$ cat src/rtl/ucdp_fifo_flex.sv
// ucdp_fifo_flex -- single-clock FIFO with arbitrary depth.
//
// Show-ahead FIFO: data_o presents the oldest stored word while empty_o is low.
// Pointers wrap by explicit compare, so depth_p need not be a power of two.
//
// Ports
//   main_clk_i, main_rst_an_i  clock (rising edge), async active-low reset
//   dft_mode_*_i               test control, no functional effect
//   flush_i                    synchronous clear of contents (highest priority)
//   wr_ena_i, data_i           write request / write data
//   rd_ena_i                   read request (pop)
//   data_o                     head-of-FIFO word
//   empty_o, full_o            fill status
//   almost_empty_o             filling <= aempty_thr_p
//   almost_full_o              filling >= afull_thr_p
//   filling_o                  number of stored entries
//   overflow_o, underflow_o    sticky error flags, cleared by err_clr_i
module ucdp_fifo_flex #(
  parameter int unsigned width_p         = 8,
  parameter int unsigned depth_p         = 8,
  parameter int unsigned afull_thr_p     = depth_p - 1,
  parameter int unsigned aempty_thr_p    = 1,
  parameter int unsigned out_reg_p       = 0,
  parameter int unsigned filling_width_p = $clog2(depth_p + 1)
) (
  input  logic                       main_clk_i,
  input  logic                       main_rst_an_i,
  input  logic                       dft_mode_test_mode_i,
  input  logic                       dft_mode_scan_mode_i,
  input  logic                       dft_mode_scan_shift_i,
  input  logic                       dft_mode_mbist_mode_i,
  input  logic                       flush_i,
  input  logic                       wr_ena_i,
  input  logic [width_p-1:0]         data_i,
  input  logic                       rd_ena_i,
  output logic [width_p-1:0]         data_o,
  output logic                       empty_o,
  output logic                       full_o,
  output logic                       almost_empty_o,
  output logic                       almost_full_o,
  output logic [filling_width_p-1:0] filling_o,
  output logic                       overflow_o,
  output logic                       underflow_o,
  input  logic                       err_clr_i
);

  localparam int unsigned PtrWidthC = $clog2(depth_p);

  localparam logic [PtrWidthC-1:0]       PtrLastC  = PtrWidthC'(depth_p - 1);
  localparam logic [PtrWidthC-1:0]       PtrOneC   = PtrWidthC'(1);
  localparam logic [filling_width_p-1:0] FillOneC  = filling_width_p'(1);
  localparam logic [filling_width_p-1:0] FillFullC = filling_width_p'(depth_p);
  localparam logic [filling_width_p-1:0] AFullC    = filling_width_p'(afull_thr_p);
  localparam logic [filling_width_p-1:0] AEmptyC   = filling_width_p'(aempty_thr_p);

  logic [width_p-1:0]         mem_q [depth_p];
  logic [PtrWidthC-1:0]       wr_ptr_q, wr_ptr_d;
  logic [PtrWidthC-1:0]       rd_ptr_q, rd_ptr_d;
  logic [filling_width_p-1:0] filling_q, filling_d;
  logic                       overflow_q, overflow_d;
  logic                       underflow_q, underflow_d;
  logic                       empty_s, full_s, rd_s, wr_s;

  logic unused_dft_s;
  assign unused_dft_s = ^{dft_mode_test_mode_i, dft_mode_scan_mode_i,
                          dft_mode_scan_shift_i, dft_mode_mbist_mode_i};

  function automatic logic [PtrWidthC-1:0] ptr_inc(input logic [PtrWidthC-1:0] p);
    return (p == PtrLastC) ? '0 : p + PtrOneC;
  endfunction

  assign empty_s = (filling_q == '0);
  assign full_s  = (filling_q == FillFullC);

  // A read frees a slot in the same cycle, so a full FIFO still accepts a
  // write alongside an accepted read.
  assign rd_s = rd_ena_i & ~empty_s;
  assign wr_s = wr_ena_i & (~full_s | rd_s);

  always_comb begin
    wr_ptr_d    = wr_ptr_q;
    rd_ptr_d    = rd_ptr_q;
    filling_d   = filling_q;
    overflow_d  = overflow_q & ~err_clr_i;
    underflow_d = underflow_q & ~err_clr_i;
    if (flush_i) begin
      wr_ptr_d  = '0;
      rd_ptr_d  = '0;
      filling_d = '0;
    end else begin
      if (wr_s) wr_ptr_d = ptr_inc(wr_ptr_q);
      if (rd_s) rd_ptr_d = ptr_inc(rd_ptr_q);
      if (wr_s & ~rd_s)      filling_d = filling_q + FillOneC;
      else if (rd_s & ~wr_s) filling_d = filling_q - FillOneC;
      // Set wins over a same-cycle clear.
      if (wr_ena_i & ~wr_s) overflow_d  = 1'b1;
      if (rd_ena_i & ~rd_s) underflow_d = 1'b1;
    end
  end

  always_ff @(posedge main_clk_i or negedge main_rst_an_i) begin
    if (!main_rst_an_i) begin
      wr_ptr_q    <= '0;
      rd_ptr_q    <= '0;
      filling_q   <= '0;
      overflow_q  <= 1'b0;
      underflow_q <= 1'b0;
    end else begin
      wr_ptr_q    <= wr_ptr_d;
      rd_ptr_q    <= rd_ptr_d;
      filling_q   <= filling_d;
      overflow_q  <= overflow_d;
      underflow_q <= underflow_d;
    end
  end

  always_ff @(posedge main_clk_i) begin
    if (wr_s & ~flush_i) mem_q[wr_ptr_q] <= data_i;
  end

  if (out_reg_p != 0) begin : g_oreg
    logic [width_p-1:0] dout_q, dout_d;
    logic               head_wr_s;

    // The incoming word becomes the head when the FIFO is (or is about to be)
    // empty; otherwise a pop pre-fetches the entry behind the current head.
    assign head_wr_s = wr_s & (empty_s | ((filling_q == FillOneC) & rd_s));

    always_comb begin
      dout_d = dout_q;
      if (!flush_i) begin
        if (head_wr_s) dout_d = data_i;
        else if (rd_s) dout_d = mem_q[ptr_inc(rd_ptr_q)];
      end
    end

    always_ff @(posedge main_clk_i or negedge main_rst_an_i) begin
      if (!main_rst_an_i) dout_q <= '0;
      else                dout_q <= dout_d;
    end

    assign data_o = dout_q;
  end else begin : g_comb
    assign data_o = mem_q[rd_ptr_q];
  end

  assign empty_o        = empty_s;
  assign full_o         = full_s;
  assign almost_full_o  = (filling_q >= AFullC);
  assign almost_empty_o = (filling_q <= AEmptyC);
  assign filling_o      = filling_q;
  assign overflow_o     = overflow_q;
  assign underflow_o    = underflow_q;

endmodule

$ cat config.mk
export PLATFORM = sky130hd
export DESIGN_NAME = ucdp_fifo_flex
export DESIGN_NICKNAME = d
export VERILOG_FILES = /design/src/rtl/ucdp_fifo_flex.sv
export SDC_FILE = /design/constraint.sdc
export NUM_CORES = 1
export LEC_CHECK = 0
export CORE_MARGIN = 2
export CORE_UTILIZATION = 56
export CTS_CLUSTER_SIZE = 20
export DETAILED_ROUTE_END_ITERATION = 8
export PLACE_DENSITY = 0.85
export SLEW_MARGIN = 0
export SYNTH_ARGS = -nofsm -noshare
export SYNTH_HDL_FRONTEND = slang
export SYNTH_SLANG_ARGS = --single-unit
$ cat constraint.sdc
create_clock -name main_clk_i -period 3.2 [get_ports main_clk_i]
set_clock_uncertainty 0.05 [all_clocks]
set_input_delay 0.64 -clock main_clk_i [delete_from_list [all_inputs] [get_ports main_clk_i]]
set_output_delay 0.64 -clock main_clk_i [all_outputs]
set_load 0.05 [all_outputs]
==> metrics.yaml <==
ys_warn_count: 0
drive_above_1_share_pct: 29.0
drt_pass1_iterations: 4
period_share_pct: 94.5
drc: 0
fillCellCount: 370
critPathMaxFanout: 8
grt_pass1_vias: 1878
ys_seq_area_share_pct: 68.1
rows: 27
cts_tree: "yes"
grt_overflow_total: 0
synth_edf_count: 64
final_common_cell: "edfxtp_1"
synthCells: 187
rr_endpoint: "mem_q[1][1]"
period_minus_slack_ps: 3030
synth_top_family_by_area: "multiplexers"
cts_hold_buf: 0
cap_violations: 0
synth_compound_area_share_pct: 3.38
synth_mux_area_share_pct: 14.5
syn_area_um2: 3260
grt_first_pass_wirelength_mm: 9.27
antennaDiodeCount: 0
syn-num-nets: 213
synth_xor_area_share_pct: 0
numClockSinks: 76
initial_core_util_pct: 58.5
grt_use_total_pct: 20.4
antenna_found_initial: 0
drv_slew: 0
mostFrequentLayoutCells: "edfxtp_1, buf_4, clkdlybuf4s50_1, mux4_2, dfrtp_1"
cp.required_ps: 2510
setup_viol: 0
die_w_um: 80.3
core_um2: 5570
worstHoldPathType: "register to register"
numCtsBuffers: 9
wirelength_mm: 5.86
port_buffers: 31
drt_iter0_markers: 97
vias: 1784
clock_path_buffers: 2
grt_max_degree: 19
postCtsSetupBuffers: 0
synth_top_area_share_pct: 58.9
cts.htree.levels: 3
ys_ff_latch: 76
final_antenna_net_count: 0
placed_area_um2: 3730
hpwl_mm: 4.08
max_freq_ghz: 0.331
ff_latch_area_um2: 2220
yosys.area_share.simple_pct: 8.71
fin_nets: 266
insertion_delay_ps: 340
post_cts_resized: 0
run_status: "finished, final reports clean"
synth_ff_type: "edfxtp_1"
leakage_nw: 1.39
p_per_area_nw_per_um2: 613
final_area_um2: 3950
multiInputGateArea_um2: 966
synth_top_cell_by_area: "edfxtp_1"
endpoint: "empty_o"
hold_viol: 0
tns_ps: 0
critPathLaunchType: "register"
clock-root-buffer: "clkbuf_8"
synthAdderAreaFrac_pct: 3.07
gp_congestion: 0.769
clk_pin_slew_ps: 80
syn_area_per_cell_um2: 17.4
die_h_um: 80.3
cp.arrival_ps: 2340
reg2reg_depth: 7
ir_drop_mv: 0.508
ys_types: 36
rsz0062_at_grt: "no"
die_area_um2: 6450
critPathKind: "register to output port"
critPathCaptureType: "output port"
relSlewSlack_pct: 46.2
wl_per_cell_um: 18.5
startpoint: "filling_o[0]"
regToRegSetupSlack_ps: 820
tightest_slew_ps: 806
synth_area_leaders: "edfxtp_1, mux4_2, dfrtp_1"
io_pins: 36
area_growth_syn_to_layout_pct: 21.0
drt-vias-per-instance: 5.63
r2r_start: "filling_o[0]"
async_reset_ff_share_pct: 15.8
==> state kept, by name, summed over array words and instances, names as in the netlist <==
name and count:
wr_ptr_q 3, rd_ptr_q 3, underflow_o 1, mem_q 64, filling_o 4, overflow_o 1
==> logic make-up (layout without fill, tap and decap cells) <==
logic type | Yosys count | in the layout
muxes | 26 | 26
and+or+nand+nor | 49 | 49
AOI/OAI and AO/OA | 15 | 15
buffers and inverters | 13 | 71
DFF | 76 | 76
adders and majority gates | 8 | 8
==> power breakdown <==
part	leakage [nW]	internal (mW)	switching [mW]
registers	0.740	1.10	0.0420
clock network	0.102	0.439	0.336
logic	0.545	0.211	0.289
total	1.39	1.75	0.667
==> how the worst min path moves through the flow <==
stage,from,end,slack [ps],cells after the start
floorplan,main_rst_an_i,filling_o[0],290,0
global placement,overflow_o,overflow_o,480,2
detailed placement,overflow_o,overflow_o,490,2
CTS,overflow_o,overflow_o,500,2
global route,overflow_o,overflow_o,540,2
finish,overflow_o,overflow_o,500,2
==> layer usage <==
layer,part of all wire (%),wire length (um),global-route usage [%]
met2,53,3140,35.0
met4,1.6,91,10.7
met5,0,0,0
met3,4.2,246,3.26
met1,41,2390,24.8
==> layout make-up <==
| cell class | instances | area share [%] |
|---|---|---|
| multi-input cells | 98 | 24.5 |
| clock inverters | 6 | 2.25 |
| inverters | 5 | 0.476 |
| clock buffers | 10 | 3.23 |
| flip-flops and latches | 76 | 56.3 |
| well taps | 72 | 2.28 |
| repair buffers | 50 | 11.0 |
==> stage by stage <==
| step | cells | utilization, % | hold slack (ps) | total power [mW] | setup slack (ps) |
|---|---|---|---|---|---|
| 3_3_place_gp | 301 | 66.9 | 483 | 1.66 | 363 |
| 5_1_grt | 317 | 70.8 | 541 | 2.51 | 60.0 |
| 6_report | 317 | 70.8 | 499 | 2.42 | 175 |
| 4_1_cts | 317 | 70.8 | 501 | 2.44 | 154 |
| 2_1_floorplan | 187 | - | 294 | 1.52 | 495 |
| 3_5_place_dp | 301 | 66.9 | 486 | 1.67 | 373 |
==> cell usage after synthesis, drive strengths merged, types with 2 or more instances <==
cell / number
mux2: 9
nand2: 9
mux4: 16
nand3: 2
buf: 6
ha: 8
edfxtp: 64
inv: 5
nor2b: 3
or4: 2
dfrtp: 12
o21ai: 3
or3: 2
nand3b: 2
clkbuf: 2
nor3: 7
nand2b: 6
nor2: 10
nor3b: 3
a21oi: 6
==> worst max-delay path, stage by stage, from the launching register on <==
cell	delay, ps
dfrtp_1	470
inv_1	110
ha_1	230
nor3b_4	320
clkdlybuf4s50_1	860
No activity file was read; power rests on OpenSTA's default activity.
